==> config.mk <==
export PLATFORM = sky130hd
export DESIGN_NAME = divsigned_seq_flat
export DESIGN_NICKNAME = d
export VERILOG_FILES = /design/src/rtl/divsigned_seq_pkg.sv /design/src/rtl/divsigned_seq_if.sv /design/src/rtl/divsigned_step.sv /design/src/rtl/divsigned_seq.sv /design/src/flat_wrapper.sv
export SDC_FILE = /design/constraint.sdc
export NUM_CORES = 1
export LEC_CHECK = 0
export ABC_AREA = 1
export ABC_CLOCK_PERIOD_IN_PS = 3300
export BUFFER_PORTS_ARGS = -buffer_cell sky130_fd_sc_hd__clkbuf_2
export CAP_MARGIN = 10
export CORE_MARGIN = 4
export CORE_UTILIZATION = 65
export CTS_BUF_LIST = sky130_fd_sc_hd__clkbuf_8
export DETAILED_ROUTE_END_ITERATION = 7
export GPL_ROUTABILITY_DRIVEN = 0
export PLACE_DENSITY = 0.88
export SYNTH_ARGS = -nofsm -noshare
export SYNTH_HDL_FRONTEND = slang
export SYNTH_SLANG_ARGS = --single-unit
==> constraint.sdc <==
create_clock -name clk_i -period 3.3 [get_ports clk_i]
set_clock_uncertainty 0.05 [all_clocks]
set_input_delay 0.165 -clock clk_i [delete_from_list [all_inputs] [get_ports clk_i]]
set_output_delay 0.165 -clock clk_i [all_outputs]
set_load 0.02 [all_outputs]
==> src/rtl/divsigned_seq_pkg.sv <==
// divsigned_seq_pkg: FSM state type and counter sizing shared by the divider
package divsigned_seq_pkg;
  typedef enum logic [1:0] {IDLE, CALC, FIX, DONE} state_t;
  function automatic int cnt_w(input int n);
    return $clog2(n + 1);
  endfunction
endpackage

==> src/rtl/divsigned_seq_if.sv <==
// divsigned_seq_if: operand and result handshakes of the signed divider
interface divsigned_seq_if #(parameter int IN_SIZE_0 = 12, parameter int IN_SIZE_1 = 8);
  logic in_valid_i, in_ready_o, out_valid_o, out_ready_i, div_zero_o;
  logic [IN_SIZE_0-1:0] dividend_i, quot_o;
  logic [IN_SIZE_1-1:0] divisor_i, rem_o;
  modport master (
    output in_valid_i, dividend_i, divisor_i, out_ready_i,
    input in_ready_o, out_valid_o, quot_o, rem_o, div_zero_o
  );
  modport slave (
    input in_valid_i, dividend_i, divisor_i, out_ready_i,
    output in_ready_o, out_valid_o, quot_o, rem_o, div_zero_o
  );
endinterface

==> src/rtl/divsigned_step.sv <==
// divsigned_step: one restoring division iteration on unsigned magnitudes
module divsigned_step #(parameter int W = 8) (
  input  logic [W:0]   pr,
  input  logic         b,
  input  logic [W-1:0] dvs,
  output logic [W:0]   pr_n,
  output logic         q
);
  logic [W+1:0] sh, t;
  always_comb begin
    sh = {pr, b};
    t = sh - {2'b0, dvs};
    q = ~t[W+1];
    pr_n = q ? t[W:0] : sh[W:0];
  end
endmodule

==> src/rtl/divsigned_seq.sv <==
// divsigned_seq: iterative radix-2 signed divider, truncating quotient, remainder signed like dividend
// Define DIVSIGNED_SEQ_ASSERT_EN to compile in the embedded SVA checks.
module divsigned_seq
  import divsigned_seq_pkg::*;
#(
  parameter int IN_SIZE_0 = 12,
  parameter int IN_SIZE_1 = 8
) (
  input logic clk_i,
  input logic rst_ni,
  divsigned_seq_if.slave bus
);
  localparam int CW = cnt_w(IN_SIZE_0);
  state_t state, state_n;
  logic [CW-1:0] cnt;
  logic [IN_SIZE_0-1:0] dd;
  logic [IN_SIZE_1:0] pr, pr_n;
  logic [IN_SIZE_1-1:0] dvs;
  logic q_neg, r_neg, qb, hs_in, hs_out, sd, sv, dz_in;
  divsigned_step #(.W(IN_SIZE_1)) u_step (
    .pr(pr), .b(dd[IN_SIZE_0-1]), .dvs(dvs), .pr_n(pr_n), .q(qb)
  );
  always_comb begin
    sd = bus.dividend_i[IN_SIZE_0-1];
    sv = bus.divisor_i[IN_SIZE_1-1];
    dz_in = bus.divisor_i == '0;
    bus.in_ready_o = rst_ni && state == IDLE;
    bus.out_valid_o = state == DONE;
    hs_in = bus.in_ready_o && bus.in_valid_i;
    hs_out = bus.out_valid_o && bus.out_ready_i;
    state_n = state == IDLE ? (hs_in ? (dz_in ? DONE : CALC) : IDLE) :
              state == CALC ? (cnt == CW'(1) ? FIX : CALC) :
              state == FIX  ? DONE :
              (hs_out ? IDLE : DONE);
  end
  always_ff @(posedge clk_i) begin
    if (!rst_ni) state <= IDLE;
    else state <= state_n;
  end
  // dd shifts dividend bits out at the top and collects quotient bits at the bottom
  always_ff @(posedge clk_i) begin
    if (!rst_ni) begin
      bus.quot_o <= '0;
      bus.rem_o <= '0;
      bus.div_zero_o <= 1'b0;
      cnt <= '0;
      dd <= '0;
      pr <= '0;
      dvs <= '0;
      q_neg <= 1'b0;
      r_neg <= 1'b0;
    end else if (hs_in) begin
      dd <= sd ? -bus.dividend_i : bus.dividend_i;
      dvs <= sv ? -bus.divisor_i : bus.divisor_i;
      pr <= '0;
      q_neg <= sd ^ sv;
      r_neg <= sd;
      cnt <= CW'(IN_SIZE_0);
      if (dz_in) begin
        bus.quot_o <= '1;
        bus.rem_o <= '0;
        bus.div_zero_o <= 1'b1;
      end
    end else if (state == CALC) begin
      dd <= {dd[IN_SIZE_0-2:0], qb};
      pr <= pr_n;
      cnt <= cnt - CW'(1);
    end else if (state == FIX) begin
      bus.quot_o <= q_neg ? -dd : dd;
      bus.rem_o <= r_neg ? -pr[IN_SIZE_1-1:0] : pr[IN_SIZE_1-1:0];
      bus.div_zero_o <= 1'b0;
    end
  end
`ifdef DIVSIGNED_SEQ_ASSERT_EN
  logic signed [IN_SIZE_0-1:0] a_dd, a_prod;
  logic signed [IN_SIZE_1-1:0] a_dv;
  logic [IN_SIZE_1-1:0] a_rmag;
  always_ff @(posedge clk_i) begin
    if (hs_in) begin
      a_dd <= bus.dividend_i;
      a_dv <= bus.divisor_i;
    end
  end
  always_comb begin
    a_prod = $signed(bus.quot_o) * IN_SIZE_0'(a_dv) + IN_SIZE_0'($signed(bus.rem_o));
    a_rmag = bus.rem_o[IN_SIZE_1-1] ? -bus.rem_o : bus.rem_o;
  end
  a_hold: assert property (@(posedge clk_i) disable iff (!rst_ni)
    bus.out_valid_o && !bus.out_ready_i |=> bus.out_valid_o && $stable({bus.quot_o, bus.rem_o, bus.div_zero_o}));
  a_excl: assert property (@(posedge clk_i) !(bus.in_ready_o && bus.out_valid_o));
  a_eq: assert property (@(posedge clk_i) disable iff (!rst_ni)
    hs_out && !bus.div_zero_o |-> a_prod == a_dd);
  a_rem: assert property (@(posedge clk_i) disable iff (!rst_ni)
    hs_out && !bus.div_zero_o |-> a_rmag < dvs);
`endif
endmodule

==> src/flat_wrapper.sv <==
// flat-port wrapper written by rule: the top's interface ports become plain ports
module divsigned_seq_flat import divsigned_seq_pkg::*;
#(
  parameter int IN_SIZE_0 = 12,
  parameter int IN_SIZE_1 = 8
)
  (clk_i, rst_ni, bus_in_valid_i, bus_dividend_i, bus_divisor_i, bus_out_ready_i, bus_in_ready_o, bus_out_valid_o, bus_quot_o, bus_rem_o, bus_div_zero_o);
  divsigned_seq_if #(.IN_SIZE_0(IN_SIZE_0), .IN_SIZE_1(IN_SIZE_1)) bus_i ();
  input logic clk_i;
  input logic rst_ni;
  input wire logic [$bits(bus_i.in_valid_i)-1:0] bus_in_valid_i;
  input wire logic [$bits(bus_i.dividend_i)-1:0] bus_dividend_i;
  input wire logic [$bits(bus_i.divisor_i)-1:0] bus_divisor_i;
  input wire logic [$bits(bus_i.out_ready_i)-1:0] bus_out_ready_i;
  output wire logic [$bits(bus_i.in_ready_o)-1:0] bus_in_ready_o;
  output wire logic [$bits(bus_i.out_valid_o)-1:0] bus_out_valid_o;
  output wire logic [$bits(bus_i.quot_o)-1:0] bus_quot_o;
  output wire logic [$bits(bus_i.rem_o)-1:0] bus_rem_o;
  output wire logic [$bits(bus_i.div_zero_o)-1:0] bus_div_zero_o;
  assign bus_i.in_valid_i = bus_in_valid_i;
  assign bus_i.dividend_i = bus_dividend_i;
  assign bus_i.divisor_i = bus_divisor_i;
  assign bus_i.out_ready_i = bus_out_ready_i;
  assign bus_in_ready_o = bus_i.in_ready_o;
  assign bus_out_valid_o = bus_i.out_valid_o;
  assign bus_quot_o = bus_i.quot_o;
  assign bus_rem_o = bus_i.rem_o;
  assign bus_div_zero_o = bus_i.div_zero_o;
  divsigned_seq #(.IN_SIZE_0(IN_SIZE_0), .IN_SIZE_1(IN_SIZE_1)) u_core (.clk_i(clk_i), .rst_ni(rst_ni), .bus(bus_i));
endmodule
==> flow_summary_export.csv <==
group,metric,value,unit
run_status,outcome,"finished clean",
clock_tree,cts_resized,0,
floorplanning,dieWidth,83.46,um
power_and_ir_drop,power_density,1070,mW/mm2
clock_tree,cts_buffer_depth,2,
sta,timing.final.crit_share,64.52,%
placed_design,dp_slack,1.162,ns
floorplanning,die-area,0.006966,mm2
layout,drive_above_1_share,15.82,%
yosys,ys_warn_count,0,
worst_setup_path,rrSetupSlack,1.17,ns
layout,final_common_cell,"nand2_1",
layout,design_area,0.004156,mm2
placed_design,dp_hpwl,7106,um
yosys,synth-main-ff-cell,"dfxtp_1",
power_and_ir_drop,totalPowerFinal,4.447,mW
yosys,seq_area_frac_synth,31.37,%
power_and_ir_drop,p_comb_share,60.3,%
sta,report.final.slew_viol_count,0,
clock_tree,numCtsBuffers,9,
route,drt-initial-drc-count,345,
yosys,synth.cell_area,0.003701,mm2
global_route,grt_pass1_wl,16430,um
worst_setup_path,rr_worst_depth,8,
worst_setup_path,cpLargestDelayFamily,"simple AND/OR/NAND/NOR gates",
power_and_ir_drop,p_int,2.185,mW
global_route,grt_pass1_vias,3646,
placed_design,port_buffers,46,
sta,grt_setup_unrepaired,"false",
layout,regArea,0.001161,mm2
clock_tree,tritoncts,"yes",
hold_path,hold_class,"input port to flip-flop",
power_and_ir_drop,switching_share,50.87,%
route,viasPerCell,5.683,
hold_path,whs_path_depth,2,
clock_tree,clkLatencyLatePin,0.34,ns
global_route,grt_usage,28.14,%
worst_setup_path,cp-start-kind,"flip-flop",
worst_setup_path,critical_path.cell_chain,"inv_2, nand4_4, inv_2, nand3_2, nand2_2, o21ai_0, o21bai_1, inv_1",
worst_setup_path,reg2reg_to,"u_core.bus.quot_o[9]",
layout,final_util,75.48,%
run,max_cap_viol_count,0,
sta,max_slew_margin,68.05,%
layout,final_cell_mix,"139 x nand2_1, 82 x inv_1, 72 x nand3_1",
sta,hold_ws,0.02603,ns
worst_setup_path,critical_path_class,"flip-flop to flip-flop",
clock_tree,post-cts-setup-buffers,0,
route,drc_errors,0,
power_and_ir_drop,clkPwrFrac,15.2,%
route,first_pass_iters,6,
clock_tree,htree_levels,3,
worst_setup_path,crit_top_cell,"inv_2",
floorplanning,initial_core_util,67.21,%
global_route,antenna_found_initial,0,
worst_setup_path,r2r-start,"u_core.state[0]",
yosys,synth.avg_cell_area,6.539,um2
power_and_ir_drop,p_leak,2.014,nW
clock_tree,ctsRootBufferMaster,"clkbuf_8",
yosys,syn-num-nets,605,
global_route,overflow,0,
worst_setup_path,crit_fanout,23,
sta,setup_violations,0,
clock_tree,ctsHoldBuffers,0,
layout,multi_input_area,0.002112,mm2
route,wl_per_cell,13.79,um
yosys,synth_cell_types,37,
hold_path,holdPathEnd,"u_core.dvs[7]",
yosys,syn_inst,566,
power_and_ir_drop,peakVddDrop,0.0005571,V
route,dr_total_vias,3893,
sta,worst_pin_slew,0.4786,ns
worst_setup_path,endpoint_kind,"flip-flop",
layout,fillers,424,
hold_path,hold_start,"bus_divisor_i[6]",
route,postRouteAntennaNets,0,
sta,fin_tns_setup,0,ns
layout,antenna_cells,0,
power_and_ir_drop,p_seq_share,24.5,%
floorplanning,core,0.005507,mm2
sta,fin_crit,2.129,ns
placed_design,dpl_cell_area,0.003954,mm2
sta,fin_ws,1.171,ns
worst_setup_path,cpPeakStageDelay,0.41,ns
route,finalWirelength,9449,um
power_and_ir_drop,p_switching,2.262,mW
floorplanning,placementRows,27,
yosys,async_flop_share,0,%
worst_setup_path,worst_path_max_delay_cell,"inv_2",
clock_tree,path_clk_slew,0.07,ns
layout,areaGrowthSynthToFinish,12.31,%
floorplanning,num_io_pins,47,
worst_setup_path,crit_buf_inv,3,
layout,nets,647,
worst_setup_path,required,3.54,ns
floorplanning,die_h,83.46,um
global_route,grt_max_degree,29,
yosys,ys_ff_latch,58,
layout,fin_cells,685,
placed_design,placed_cells,669,
worst_setup_path,critPathArrivalTime,2.37,ns
sta,hold_violations,0,
yosys,synth_edf_count,0,
sta,max_freq,469.7,MHz
clock_tree,clock_sinks,58,
==> flip-flops by register name (all words and copies together), names as in the netlist <==
signal                 flops
u_core.bus.quot_o         12
u_core.dd                 12
u_core.pr                  9
u_core.bus.rem_o           8
u_core.dvs                 8
u_core.cnt                 4
u_core.state               2
u_core.bus.div_zero_o      1
u_core.q_neg               1
u_core.r_neg               1
==> cells in the mapped netlist (2+ instances only) <==
cell / instances / area [um2]
nor2_4: 3 / 33.78
inv_2: 10 / 37.54
o31ai_1: 2 / 15.01
buf_2: 3 / 15.01
nand4_1: 4 / 25.02
a21oi_4: 2 / 32.53
nor2_1: 27 / 101.4
or2_2: 4 / 25.02
nand4_4: 2 / 42.54
xor2_1: 7 / 61.31
nor2_2: 2 / 12.51
dfxtp_1: 58 / 1161
nand2_1: 139 / 521.8
nor3_1: 6 / 30.03
o211ai_1: 3 / 22.52
nand3_2: 3 / 30.03
nand3_1: 72 / 360.4
o21ai_1: 5 / 25.02
nand2_2: 5 / 31.28
clkbuf_1: 11 / 41.29
a31oi_1: 14 / 87.58
ha_1: 14 / 175.2
o22ai_1: 3 / 18.77
inv_1: 82 / 307.8
nand3b_1: 2 / 15.01
o21ai_0: 39 / 195.2
a21oi_1: 32 / 160.2
nand2_4: 2 / 22.52
buf_4: 2 / 15.01
==> cell families after synthesis <==
group / after synthesis / synth area share (%)
AND/OR/NAND/NOR: 272 / 33.98
buffers and inverters: 109 / 11.56
flip-flops: 58 / 31.37
AO/OA/AOI/OAI: 104 / 15.92
adder cells (fa/ha/maj): 15 / 5.274
XOR/XNOR: 8 / 1.893
==> power groups by stage <==
| stage | combinational, mW | sequential [mW] | clock [mW] |
|---|---|---|---|
| final | 2.68 | 1.09 | 0.674 |
| after detailed placement | 2.63 | 1.10 | 0 |
| after CTS | 2.66 | 1.08 | 0.673 |
| after global placement | 2.53 | 1.09 | 0 |
| after global routing | 3.04 | 1.11 | 0.706 |
| after floorplan | 2.08 | 1.10 | 0 |
==> layer usage <==
| metal | wire length [um] | track usage [%] | vias to the layer above |
|---|---|---|---|
| met4 | 178 | 9.064 | 0 |
| met3 | 689 | 4.344 | 21 |
| met1 | 4026 | 36.02 | 1760 |
| met2 | 4554 | 48.54 | 176 |
| met5 | 0 | 0 | - |
| li1 | - | - | 1936 |
==> area by class of cell <==
class,instances,share of cell area (%)
clock buffers,10,3.311
clock inverters,6,1.565
inverters,92,8.308
multi-input cells,399,50.81
flip-flops and latches,58,27.93
well taps,72,2.167
repair buffers,48,5.900
==> worst max-delay path by stage <==
stage,start,endpoint,cells after the start
2_1_floorplan,u_core.dd[11],u_core.pr[8],14
3_3_place_gp,rst_ni,u_core.bus.rem_o[6],8
3_5_place_dp,rst_ni,u_core.bus.rem_o[6],8
4_1_cts,u_core.state[0],u_core.bus.quot_o[9],8
5_1_grt,u_core.state[0],u_core.bus.quot_o[9],8
6_report,u_core.state[0],u_core.bus.quot_o[9],8
Power figures use the tool's default switching activity.
